==> config.mk <==
export PLATFORM = sky130hd
export DESIGN_NAME = posit_decode_pipe_flat
export DESIGN_NICKNAME = d
export VERILOG_FILES = /design/src/rtl/posit_decode_pipe_pkg.sv /design/src/rtl/posit_decode_pipe_if.sv /design/src/rtl/posit_decode_pipe_lzd.sv /design/src/rtl/posit_decode_pipe.sv /design/src/flat_wrapper.sv
export SDC_FILE = /design/constraint.sdc
export NUM_CORES = 1
export LEC_CHECK = 0
export ABC_AREA = 1
export CAP_MARGIN = 5
export CORE_MARGIN = 2
export CORE_UTILIZATION = 50
export DETAILED_ROUTE_END_ITERATION = 10
export HOLD_SLACK_MARGIN = 0.1
export PLACE_DENSITY = 0.78
export SETUP_SLACK_MARGIN = 0.15
export SYNTH_ARGS = -nofsm -noshare
export SYNTH_HDL_FRONTEND = slang
export SYNTH_SLANG_ARGS = --single-unit
export TNS_END_PERCENT = 30
==> constraint.sdc <==
create_clock -name aclk -period 14.7 [get_ports aclk]
set_input_delay 2.94 -clock aclk [delete_from_list [all_inputs] [get_ports aclk]]
set_output_delay 2.94 -clock aclk [all_outputs]
set_load 0.1 [all_outputs]
==> src/rtl/posit_decode_pipe_pkg.sv <==
// Shared posit definitions: width helpers, default derived widths and the decoded-posit record.
// Consumers of the optional counters build with POSIT_DEC_COUNT_EN; the package itself is unaffected.
package posit_pkg;

  function automatic int log2(input int v);
    int r;
    r = 0;
    while ((1 << r) < v) r++;
    return r;
  endfunction

  function automatic int fw_of(input int n, input int e);
    return n - e - 3;
  endfunction

  function automatic int sw_of(input int n, input int e);
    return log2(n) + e + 2;
  endfunction

  localparam int N_DEF  = 32;
  localparam int ES_DEF = 2;
  localparam int Bs     = log2(N_DEF);
  localparam int FW     = fw_of(N_DEF, ES_DEF);
  localparam int SW     = sw_of(N_DEF, ES_DEF);

  typedef struct packed {
    logic                 sign;
    logic signed [SW-1:0] scale;
    logic [FW-1:0]        frac;
    logic                 zero;
    logic                 inf;
  } posit_dec_t;

endpackage

==> src/rtl/posit_decode_pipe_if.sv <==
// Operand/result handshake bundle for the posit decoder (start/ready in, done/ack out).
// Optional counters enabled by POSIT_DEC_COUNT_EN live on the top module, not here.
interface posit_decode_pipe_if import posit_pkg::*; #(
  parameter int N  = 32,
  parameter int es = 2
);
  localparam int fw = fw_of(N, es);
  localparam int sw = sw_of(N, es);

  logic [N-1:0]         in1;
  logic                 start;
  logic                 ready;
  logic                 sign;
  logic signed [sw-1:0] scale;
  logic [fw-1:0]        frac;
  logic                 zero;
  logic                 inf;
  logic                 done;
  logic                 ack;

  modport master (output in1, start, ack,
                  input  ready, sign, scale, frac, zero, inf, done);
  modport slave  (input  in1, start, ack,
                  output ready, sign, scale, frac, zero, inf, done);
endinterface

==> src/rtl/posit_decode_pipe_lzd.sv <==
// Combinational leading-run detector: length of the run of vec[W-1] from the MSB, and its polarity.
// Used by posit_decode_pipe (optional counters via POSIT_DEC_COUNT_EN do not affect this block).
module posit_lzd #(
  parameter int W  = 31,
  parameter int CW = 5
) (
  input  logic [W-1:0]  vec,
  output logic [CW-1:0] run,
  output logic          pol
);

  logic stop;

  always_comb begin
    run  = '0;
    pol  = vec[W-1];
    stop = 1'b0;
    for (int i = W - 1; i >= 0; i--) begin
      if (!stop) begin
        if (vec[i] == vec[W-1]) run = run + CW'(1);
        else                    stop = 1'b1;
      end
    end
  end

endmodule

==> src/rtl/posit_decode_pipe.sv <==
// Three-stage posit unpacker with global stall backpressure (stall = done && !ack).
// Define POSIT_DEC_COUNT_EN to add the dec_count/special_count transfer counters.
module posit_decode_pipe import posit_pkg::*; #(
  parameter int N  = 32,
  parameter int es = 2
) (
  input  logic               aclk,
  input  logic               reset,
  posit_decode_pipe_if.slave bus
`ifdef POSIT_DEC_COUNT_EN
  ,
  output logic [31:0]        dec_count,
  output logic [15:0]        special_count
`endif
);

  localparam int bs = log2(N);
  localparam int fw = fw_of(N, es);
  localparam int sw = sw_of(N, es);
  localparam int kw = bs + 1;
  localparam int bw = N - 3;

  logic stall;
  assign stall     = bus.done && !bus.ack;
  assign bus.ready = !stall;

  logic         in_zero, in_inf;
  logic [N-2:0] in_body;
  assign in_zero = (bus.in1 == '0);
  assign in_inf  = bus.in1[N-1] && (bus.in1[N-2:0] == '0);
  assign in_body = bus.in1[N-1] ? (~bus.in1[N-2:0] + (N-1)'(1)) : bus.in1[N-2:0];

  logic         s1_v, s1_sign, s1_zero, s1_inf;
  logic [N-2:0] s1_body;

  always_ff @(posedge aclk) begin
    if (reset) begin
      s1_v    <= 1'b0;
      s1_sign <= 1'b0;
      s1_zero <= 1'b0;
      s1_inf  <= 1'b0;
      s1_body <= '0;
    end else if (!stall) begin
      s1_v    <= bus.start;
      s1_sign <= bus.in1[N-1] && !in_inf;
      s1_zero <= in_zero;
      s1_inf  <= in_inf;
      s1_body <= in_body;
    end
  end

  logic [bs-1:0]        run;
  logic                 pol;
  logic [bs:0]          shamt;
  logic signed [kw-1:0] k_nx;
  logic [bw-1:0]        body_nx;

  posit_lzd #(.W(N - 1), .CW(bs)) u_lzd (
    .vec (s1_body),
    .run (run),
    .pol (pol)
  );

  // Shift past the run and its terminator; keep only the es+fw bits below them.
  assign shamt   = {1'b0, run} + (bs + 1)'(1);
  assign k_nx    = pol ? ({1'b0, run} - kw'(1)) : (-{1'b0, run});
  assign body_nx = bw'((s1_body << shamt) >> 2);

  logic                 s2_v, s2_sign, s2_zero, s2_inf;
  logic signed [kw-1:0] s2_k;
  logic [bw-1:0]        s2_body;

  always_ff @(posedge aclk) begin
    if (reset) begin
      s2_v    <= 1'b0;
      s2_sign <= 1'b0;
      s2_zero <= 1'b0;
      s2_inf  <= 1'b0;
      s2_k    <= '0;
      s2_body <= '0;
    end else if (!stall) begin
      s2_v    <= s1_v;
      s2_sign <= s1_sign;
      s2_zero <= s1_zero;
      s2_inf  <= s1_inf;
      s2_k    <= (s1_zero || s1_inf) ? '0 : k_nx;
      s2_body <= (s1_zero || s1_inf) ? '0 : body_nx;
    end
  end

  logic signed [sw-1:0] scale_nx;
  logic [fw-1:0]        frac_nx;

  generate
    if (es > 0) begin : g_exp
      logic [es-1:0] expv;
      assign expv     = s2_body[bw-1 -: es];
      assign scale_nx = (sw'(s2_k) <<< es) + sw'(expv);
    end else begin : g_noexp
      assign scale_nx = sw'(s2_k);
    end
  endgenerate

  assign frac_nx = s2_body[fw-1:0];

  always_ff @(posedge aclk) begin
    if (reset) begin
      bus.done  <= 1'b0;
      bus.sign  <= 1'b0;
      bus.scale <= '0;
      bus.frac  <= '0;
      bus.zero  <= 1'b0;
      bus.inf   <= 1'b0;
    end else if (!stall) begin
      bus.done  <= s2_v;
      bus.sign  <= s2_sign;
      bus.scale <= scale_nx;
      bus.frac  <= frac_nx;
      bus.zero  <= s2_zero;
      bus.inf   <= s2_inf;
    end
  end

`ifdef POSIT_DEC_COUNT_EN
  always_ff @(posedge aclk) begin
    if (reset) begin
      dec_count     <= '0;
      special_count <= '0;
    end else if (bus.done && bus.ack) begin
      dec_count <= dec_count + 32'd1;
      if ((bus.zero || bus.inf) && (special_count != 16'hFFFF))
        special_count <= special_count + 16'd1;
    end
  end
`endif

endmodule

==> src/flat_wrapper.sv <==
// flat-port wrapper written by rule: the top's interface ports become plain ports
module posit_decode_pipe_flat import posit_pkg::*;
#(
  parameter int N  = 32,
  parameter int es = 2
)
  (aclk, reset, bus_in1, bus_start, bus_ack, bus_ready, bus_sign, bus_scale, bus_frac, bus_zero, bus_inf, bus_done);
  posit_decode_pipe_if #(.N(N), .es(es)) bus_i ();
  input  logic aclk;
  input  logic reset;
  input wire logic [$bits(bus_i.in1)-1:0] bus_in1;
  input wire logic [$bits(bus_i.start)-1:0] bus_start;
  input wire logic [$bits(bus_i.ack)-1:0] bus_ack;
  output wire logic [$bits(bus_i.ready)-1:0] bus_ready;
  output wire logic [$bits(bus_i.sign)-1:0] bus_sign;
  output wire logic [$bits(bus_i.scale)-1:0] bus_scale;
  output wire logic [$bits(bus_i.frac)-1:0] bus_frac;
  output wire logic [$bits(bus_i.zero)-1:0] bus_zero;
  output wire logic [$bits(bus_i.inf)-1:0] bus_inf;
  output wire logic [$bits(bus_i.done)-1:0] bus_done;
  assign bus_i.in1 = bus_in1;
  assign bus_i.start = bus_start;
  assign bus_i.ack = bus_ack;
  assign bus_ready = bus_i.ready;
  assign bus_sign = bus_i.sign;
  assign bus_scale = bus_i.scale;
  assign bus_frac = bus_i.frac;
  assign bus_zero = bus_i.zero;
  assign bus_inf = bus_i.inf;
  assign bus_done = bus_i.done;
  posit_decode_pipe #(.N(N), .es(es)) u_core (.aclk(aclk), .reset(reset), .bus(bus_i));
endmodule
**Word level (Yosys, flattened, before mapping)**

Index checks and enable logic that the tools add are counted.

- Bitwise gates (word level): 1
- Eq/ne operators: 30
- Mux-type cells: 120
- Reductions and logical operators: 9
- Shift-type cells: 1
- Add/subtract/negate cells: 34

Operators with widths:

| kind | count |
|---|---|
| 5-bit two-way mux | 58 |
| 5-bit by 1-bit adder with 5-bit output, second input constant | 29 |
| 1-bit two-way mux | 57 |
| 32-bit zero test | 1 |
| 31-bit by 1-bit adder with 31-bit output, second input constant | 1 |
| 31-bit zero test | 1 |
| 31-bit two-way mux | 1 |
| 31-bit NOT | 1 |
| 31-bit by 6-bit left shift with 31-bit output | 1 |
| 1-bit == test | 30 |
| 29-bit two-way mux | 1 |
| 6-bit two-way mux | 2 |
| 8-bit by 3-bit adder with 9-bit output | 1 |
| 5-bit by 1-bit adder with 6-bit output, second input constant | 1 |
| 5-bit negator with 6-bit output | 1 |
| 5-bit by 1-bit subtractor with 6-bit output, second input constant | 1 |
| 1-bit logical AND | 3 |
| 1-bit zero test | 3 |
| 2-bit two-way mux | 1 |
| 1-bit logical OR | 1 |

- Bits of input ports: 36
- Word-level logic and storage cells: 212
- Output and inout bits: 41
- Register bits: 114

**Logic depth before layout (Yosys ltp)**

Gate-level depths: netlist of run 1.

- Depth after elaboration: 92
- Depth in mapped cells: 93
- Mapped depth without buffers: 90

**Modules after synthesis**

A second synthesis of run 1 with hierarchy kept.

- Cells, all modules: 1,666
- Area total of the unflattened synthesis: 9,793.1 um2

Modules (own cells, without submodules):

| module | cells an instance | instances | sequential area each (um2) | area an instance (um2) |
|---|---|---|---|---|
| posit_decode_pipe | 1,049 | 1 | 2,262.2 | 6,595.1 |
| posit_lzd | 617 | 1 | 0.0 | 3,198.1 |

**Least setup slack after synthesis of run 1**

OpenSTA, ideal clock, no wires.

- Path type: register to register
- Start: reg u_core.s1_body[30]
- End: reg u_core.s2_body[25]
- Data arrival time: 12,392 ps
- Slack: 2,188 ps
- Path buffers: 5
- Clock period less this slack: 12,512 ps
- Library setup time: 119 ps
- Cell stages (with the launch flop): 87
- Data required time: 14,581 ps
- Path through: dfxtp_1 buf_6 buf_8 buf_6 clkinv_2 a21oi_1 nor2_1 nand3b_1 nand2_1 ha_1 nand4_1 nand2_1 nand2_1 nand3_1 ha_1 nand2_1 o211ai_1 and2_1 [... 51 more ...] nand3_1 inv_2 ha_1 o21a_1 ha_1 o2111ai_1 nand2_1 ha_1 clkbuf_1 buf_1 mux2i_1 nand3_1 nand2_1 nand3_1 nand2_1 nand3_1 nand3_1 a21oi_1

- Word-level cells in the longest chain between the ends: 92
- Elaborated cells between the ends (all ways): 178
- Those cells by class: add/sub (30); eq/ne (30); shift (1); mux (117)

RTL lines:

| what | line | text |
|---|---|---|
| from (decl) | posit_decode_pipe.sv:34 | `logic [N-2:0] s1_body;` |
| from (signal assigned) | posit_decode_pipe.sv:48 | `s1_body <= in_body;` |
| 1-bit == test | posit_decode_pipe_lzd.sv:20 | `if (vec[i] == vec[W-1]) run = run + CW'(1);` |
| 2-bit two-way mux | posit_decode_pipe_lzd.sv:20 |  |
| 5-bit by 1-bit adder with 5-bit output | posit_decode_pipe_lzd.sv:20 |  |
| 5-bit two-way mux | posit_decode_pipe_lzd.sv:20 |  |
| 5-bit two-way mux | posit_decode_pipe_lzd.sv:19 | `if (!stop) begin` |
| 5-bit by 1-bit adder with 5-bit output | posit_decode_pipe_lzd.sv:20 |  |
| 5-bit two-way mux | posit_decode_pipe_lzd.sv:20 |  |
| 5-bit two-way mux | posit_decode_pipe_lzd.sv:19 |  |
| [... 76 more ...] | - |  |
| 5-bit two-way mux | posit_decode_pipe_lzd.sv:20 |  |
| 5-bit two-way mux | posit_decode_pipe_lzd.sv:19 |  |
| 5-bit by 1-bit adder with 5-bit output | posit_decode_pipe_lzd.sv:20 |  |
| 5-bit two-way mux | posit_decode_pipe_lzd.sv:20 |  |
| 5-bit two-way mux | posit_decode_pipe_lzd.sv:19 |  |
| 5-bit by 1-bit adder with 6-bit output | posit_decode_pipe.sv:65 | `assign shamt = {1'b0, run} + (bs + 1)'(1);` |
| 31-bit by 6-bit left shift with 31-bit output * | posit_decode_pipe.sv:67 | `assign body_nx = bw'((s1_body << shamt) >> 2);` |
| 29-bit two-way mux * | posit_decode_pipe.sv:87 | `s2_body <= (s1_zero \|\| s1_inf) ? '0 : body_nx;` |
| to (signal assigned) | posit_decode_pipe.sv:87 |  |
| to (decl) | posit_decode_pipe.sv:71 | `logic [bw-1:0] s2_body;` |

Mark *: on every way between the ends. The rest lies on a longest branch, timed or not.
A chain may end at the register's enable or synchronous reset.

**Worst setup path after layout of run 1**

- Start: reg u_core.s1_body[29]
- End: reg u_core.s2_body[24]

The elaborated chain is that of the path after synthesis.

==> results.json, run 1 <==
{
  "status": "finished, final reports clean",
  "finalSetupViolations": 0,
  "core_um2": 19500,
  "reg2reg_slack_ns": 1.24,
  "vias_per_cell": 5.26,
  "stdcell_count": 2022,
  "clk_latency_ns": 0.43,
  "dieArea_um2": 21100,
  "cts_buffer_depth": 2,
  "grt_max_degree": 74,
  "holdBufCountCts": 0,
  "synth_edf_count": 0,
  "vdd_drop_max_mv": 0.0889,
  "fin_skew_ns": 0.00672,
  "period_needed_ns": 13.46,
  "netlist_area_um2": 10000,
  "rsz0062_at_grt": "false",
  "dp_cells": 1984,
  "cts_root_buf": "clkbuf_16",
  "hold_depth": 2,
  "final.setup.tns_ns": 0,
  "gp_congestion": 0.961,
  "power_density_nw_per_um2": 159,
  "die_h_um": 145,
  "area_growth_pct": 14.7,
  "critPathLaunchType": "register",
  "r2r-start": "u_core.s1_body[29]",
  "syn_area_per_cell_um2": 5.86,
  "die_x_um": 145,
  "tightest_slew_ns": 1.08,
  "grt.overflow.total": 0,
  "antenna_found_initial": 0,
  "async_flop_share_pct": 0,
  "min_from": "u_core.s2_body[18]",
  "start_util_pct": 51.2,
  "min_to": "u_core.s2_body[18]",
  "layout_setup_ws_ns": 1.24,
  "r2r-end": "u_core.s2_body[24]",
  "cp_data_required_time_ns": 14.99,
  "vias": 10600,
  "cts_tree": "done",
  "final_area_um2": 11500,
  "pin_count": 77,
  "yosysTopAreaCell": "dfxtp_1",
  "arrival_ns": 13.75,
  "diodes": 0,
  "wl_um": 26100,
  "ys_ff_latch": 113,
  "ant_nets": 0,
  "maxCapViolations": 0,
  "fmax_mhz": 74.3,
  "ys_types": 53,
  "power_mw": 1.82,
  "routedWlPerCell_um": 12.9,
  "dpl-instance-area_um2": 10800,
  "place_ws_ns": 0.507,
  "finalMaxSlewViolations": 0,
  "crit_top_cell": "nand2_1",
  "first_iter_violations": 741,
  "htree_levels": 4,
  "yosysWarnings": 0,
  "first_pass_iters": 5,
  "synthTopCellsByArea": "dfxtp_1, nand2_1, nand3_1",
  "cts_sinks": 113,
  "port_buffers": 76,
  "hold_viol_final": 0,
  "hold-worst-slack_ns": 0.462,
  "path_class": "reg2reg",
  "synth_top_area_share_pct": 22.6,
  "grt_pass1_wl_um": 44100,
  "synthCells": 1706,
  "placementRows": 51,
  "dp_hpwl_um": 19300,
  "crit_path_max_incr_delay_ns": 0.45,
  "nFillCells": 1929,
  "hp-class": "reg2reg",
  "final_nets": 1808,
  "finalCritPeriodShare_pct": 91.6,
  "relSlewSlack_pct": 28.3,
  "reg2regPathDepth": 86,
  "grtUsageTotal_pct": 24.5,
  "utilization_pct": 58.7,
  "leakage_nw": 5.76,
  "synth_flop_cell": "dfxtp_1",
  "synth_nets": 1770,
  "crit_fanout": 30,
  "cts-buffers-inserted": 17,
  "cts.clk_slew.worst_paths_ns": 0.06,
  "seq_area_frac_synth_pct": 22.6,
  "drc_errors": 0,
  "crit_path_top_delay_cell": "dfxtp_2",
  "drive_gt1_share_pct": 8.20,
  "grt_pass1_vias": 9539,
  "worstSetupEndpointType": "register"
}
[worst max-delay path by stage]
stage,end,start,depth (start not counted)
after global placement,u_core.s2_body[26],u_core.s1_body[30],83
after detailed placement,u_core.s2_body[26],u_core.s1_body[30],83
after global routing,u_core.s2_body[26],u_core.s1_body[26],85
after CTS,u_core.s2_body[24],u_core.s1_body[30],83
final,u_core.s2_body[24],u_core.s1_body[29],86
after floorplan,u_core.s2_body[25],u_core.s1_body[30],86
[flip-flops by register name, indices dropped and copies added (netlist names)]
register	flops
u_core.s2_sign	1
u_core.s2_k	6
u_core.bus.frac	27
u_core.s1_inf	1
u_core.bus.zero	1
u_core.bus.scale	8
u_core.bus.done	1
u_core.s1_body	31
u_core.s1_v	1
u_core.s2_v	1
u_core.s2_zero	1
u_core.s1_sign	1
u_core.s1_zero	1
u_core.s2_inf	1
u_core.bus.sign	1
u_core.s2_body	29
u_core.bus.inf	1
[cell type report]
| type | count | area [um^2] | area share [%] |
|---|---|---|---|
| tap | 265 | 332 | 2.89 |
| clock buffer | 18 | 429 | 3.74 |
| inverter | 226 | 872 | 7.61 |
| timing repair inverter | 1 | 7.51 | 0.0655 |
| sequential | 113 | 2270 | 19.8 |
| timing repair buffer | 91 | 888 | 7.75 |
| clock inverter | 14 | 179 | 1.56 |
| multi-input combinational | 1294 | 6490 | 56.6 |
[report_power, final]
group | internal, mW | switching, mW | total, mW
logic | 0.310 | 0.673 | 0.983
registers | 0.370 | 0.0391 | 0.409
clock network | 0.268 | 0.159 | 0.427
[critical path: cells and delay by family, from the launching register on]
| family | cells | cell delay (ns) |
|---|---|---|
| buf+inv | 10 | 0.99 |
| fa+ha+maj | 16 | 4.67 |
| flops | 1 | 0.45 |
| compound gates | 10 | 1.35 |
| simple gates | 50 | 5.86 |
[cell families (layout without fill, tap and decap cells)]
kind of cell | count (synthesis) | after routing | share of synthesized area (%)
muxes | 2 | 2 | 0.200
and+or+nand+nor | 992 | 992 | 44.7
xor gates and xnor gates | 32 | 32 | 2.88
adders and majority gates | 28 | 28 | 3.50
buffers and inverters | 299 | 350 | 12.7
DFF | 113 | 113 | 22.6
AOI/OAI and AO/OA | 240 | 240 | 13.4
[what timing repair did]
| action | in CTS | in global routing |
|---|---|---|
| setup endpoints to repair | 0 | 30 |
| resized for setup | 0 | 10 |
| endpoints found under the hold margin | 0 | 0 |
| buffers inserted | 0 | 5 |
[placed cells by master (no fill, tap or decap), drive strengths merged, types with 2 or more instances in the layout]
cell type	instances
a21oi	60
and2	3
buf	15
bufinv	3
clkbuf	18
clkdlybuf4s50	76
clkinv	9
clkinvlp	5
dfxtp	113
ha	28
inv	224
mux2i	2
nand2	513
nand3	195
nand3b	7
nand4	9
nor2	234
nor3	18
nor4	3
o211ai	6
o21a	2
o21ai	142
o221ai	20
o31ai	3
or2	8
or4	2
xnor2	10
xor2	22
[metal layers]
| layer | vias to the layer above | wire [um] | share of wire [%] | global-route usage, % |
|---|---|---|---|---|
| met5 | - | 0 | 0 | 0 |
| met4 | 0 | 494 | 1.9 | 7.45 |
| met3 | 47 | 1490 | 5.7 | 4.01 |
| li1 | 5530 | - | - | - |
| met1 | 4767 | 11900 | 46 | 32.3 |
| met2 | 297 | 12200 | 47 | 41.4 |
[synthesized netlist by cell type, types with 8 or more instances]
master / count
a21oi_1: 58
buf_1: 10
buf_2: 15
clkbuf_1: 30
dfxtp_1: 113
ha_1: 28
inv_1: 188
inv_2: 26
nand2_1: 499
nand2_2: 8
nand3_1: 187
nand4_1: 9
nor2_1: 211
nor2_4: 8
nor2_8: 12
nor3_1: 18
o21ai_0: 106
o21ai_1: 35
o221ai_1: 20
xnor2_1: 9
xor2_1: 22
No activity file was read; power rests on OpenSTA's default activity.
==> inputs of run 2 (changes only) <==
CORE_MARGIN = 5   (was 2)
clock period = 16.6 ns   (was 14.7 ns; I/O delays follow)
==> run 2 against run 1 <==
Compared with the run above:
- clock skew grew 0.0016 ns
- count of clock-buffer cells in the layout shrank 1
- sequential share of layout area grew 0.16 points
- clock power shrank 13%
- critical path depth shrank 3
- non-clock buffer count shrank 7
- combinational power shrank 14%
- sequential power shrank 12%
- largest cell class unchanged
==> results.json, run 2 (synthesized netlist as in run 1, its figures left out) <==
{
  "crit_path_top_delay_cell": "ha_1",
  "placementRows": 51,
  "crit_fanout": 42,
  "diodes": 0,
  "grt_max_degree": 106,
  "grt_pass1_wl_um": 43700,
  "hp-class": "reg2reg",
  "grt_pass1_vias": 9564,
  "ant_nets": 0,
  "largest_register_ffs": 31,
  "cts_sinks": 113,
  "utilization_pct": 58.0,
  "first_iter_violations": 815,
  "pin_count": 77,
  "grtUsageTotal_pct": 22.8,
  "critPathLaunchType": "register",
  "grt.overflow.total": 0,
  "final_nets": 1800,
  "port_buffers": 76,
  "maxCapViolations": 0,
  "power_density_nw_per_um2": 139,
  "finalMaxSlewViolations": 0,
  "finalCritPeriodShare_pct": 88.1,
  "vias_per_cell": 5.18,
  "first_pass_iters": 6,
  "crit_path_max_incr_delay_ns": 0.85,
  "drive_gt1_share_pct": 7.66,
  "drt-met1-wl_um": 11800,
  "tightest_slew_ns": 0.999,
  "die_x_um": 151,
  "final_cell_mix": "nand2_1, nor2_1, inv_1",
  "cts_root_buf": "clkbuf_16",
  "final.setup.tns_ns": 0,
  "cp_data_required_time_ns": 16.89,
  "arrival_ns": 14.91,
  "maxUsedRoutingLayer": "met4",
  "htree_levels": 4,
  "antenna_found_initial": 0,
  "period_needed_ns": 14.62,
  "postCtsSetupBuffers": 0,
  "clk_latency_ns": 0.43,
  "relSlewSlack_pct": 33.2,
  "drc_errors": 0,
  "layout_commonest_cell": "nand2_1",
  "worstSetupEndpointType": "register",
  "top_regs": "u_core.s1_body: 31 flops, u_core.s2_body: 29 flops, u_core.bus.frac: 27 flops",
  "top_register": "u_core.s1_body",
  "dp_hpwl_um": 19100,
  "die_h_um": 151,
  "final_area_um2": 11400,
  "status": "finished, final reports clean",
  "wl_um": 25600,
  "leakage_nw": 5.73,
  "gp_congestion": 0.928,
  "cts-buffers-inserted": 17,
  "cts_buffer_depth": 2,
  "wl_met2_um": 12000,
  "cts.clk_slew.worst_paths_ns": 0.06,
  "multi_input_area_um2": 6470,
  "dpl-instance-area_um2": 10800,
  "crit_top_cell": "nand2_1",
  "wl_met3_um": 1460,
  "path_class": "reg2reg",
  "rsz0062_at_grt": "false",
  "register_area_um2": 2260,
  "hold_viol_final": 0,
  "cts_tree": "done",
  "dieArea_um2": 22900,
  "routedWlPerCell_um": 12.7,
  "holdBufCountCts": 0,
  "nFillCells": 1948,
  "fmax_mhz": 68.4,
  "vdd_drop_max_mv": 0.0885,
  "area_growth_pct": 13.6,
  "core_um2": 19600,
  "fin_skew_ns": 0.00836,
  "vias": 10400,
  "ctsResizeCount": 0,
  "finalSetupViolations": 0,
  "start_util_pct": 51.0
}
[run 2: cell count changes in the layout (fill, tap and decap cells not counted), sizes merged]
cell      change
clkinvlp      -4
clkinv        +2
buf           -7
bufinv        -1
clkbuf        -1
inv           +3
[run 2: final timing paths]
check / slack, ns / to / depth (start not counted) / startpoint
setup / recovery: 1.98 / u_core.s2_body[22] / 83 / u_core.s1_body[30]
hold / removal: 0.46 / u_core.s2_body[17] / 2 / u_core.s2_body[17]
setup reg to reg: 1.98 / u_core.s2_body[22] / 83 / u_core.s1_body[30]
hold reg to reg: 0.46 / u_core.s2_body[17] / 2 / u_core.s2_body[17]
[run 2: where the power goes]
group          switching [mW]  total, mW  internal [mW]
Clock                   0.146      0.371          0.225
Sequential             0.0329      0.360          0.327
Combinational           0.583      0.846          0.263
Total                   0.762       1.58          0.816
[run 2: metrics by stage]
stage	instances	setup WS (ns)	power [mW]	hold WS [ns]
3_3_place_gp	1982	2.43	1.19	0.451
2_1_floorplan	1706	4.09	1.03	0.440
3_5_place_dp	1982	2.08	1.20	0.453
5_1_grt	2014	0.509	1.71	0.483
4_1_cts	2014	2.05	1.58	0.462
6_report	2014	1.98	1.58	0.462
[run 2: final cells by class]
| class | instances | area share [%] |
|---|---|---|
| Clock inverter | 15 | 1.53 |
| Clock buffer | 17 | 3.75 |
| Multi-Input combinational cell | 1294 | 57.0 |
| Inverter | 226 | 7.65 |
| Sequential cell | 113 | 19.9 |
| Tap cell | 265 | 2.92 |
| Timing Repair Buffer | 84 | 7.23 |
[run 2: worst max-delay path: cells and delay by family (launching register included)]
family	cells	cell delay, ns
fa+ha+maj	16	5.11
flops	1	0.31
buf+inv	8	1.68
simple gates	49	5.60
compound gates	10	1.76
[run 2: layer usage]
metal  track usage (%)  vias up
li1                  -     5518
met1              30.5     4625
met2              38.1      252
met3              3.68       39
met4              6.35        0
met5                 0        -
==> inputs of run 3 (changes only) <==
CTS_CLUSTER_SIZE = 20   (was not set)
==> results of run 3 <==
No change in the layout: final DEF, timing and power equal those of run 2.
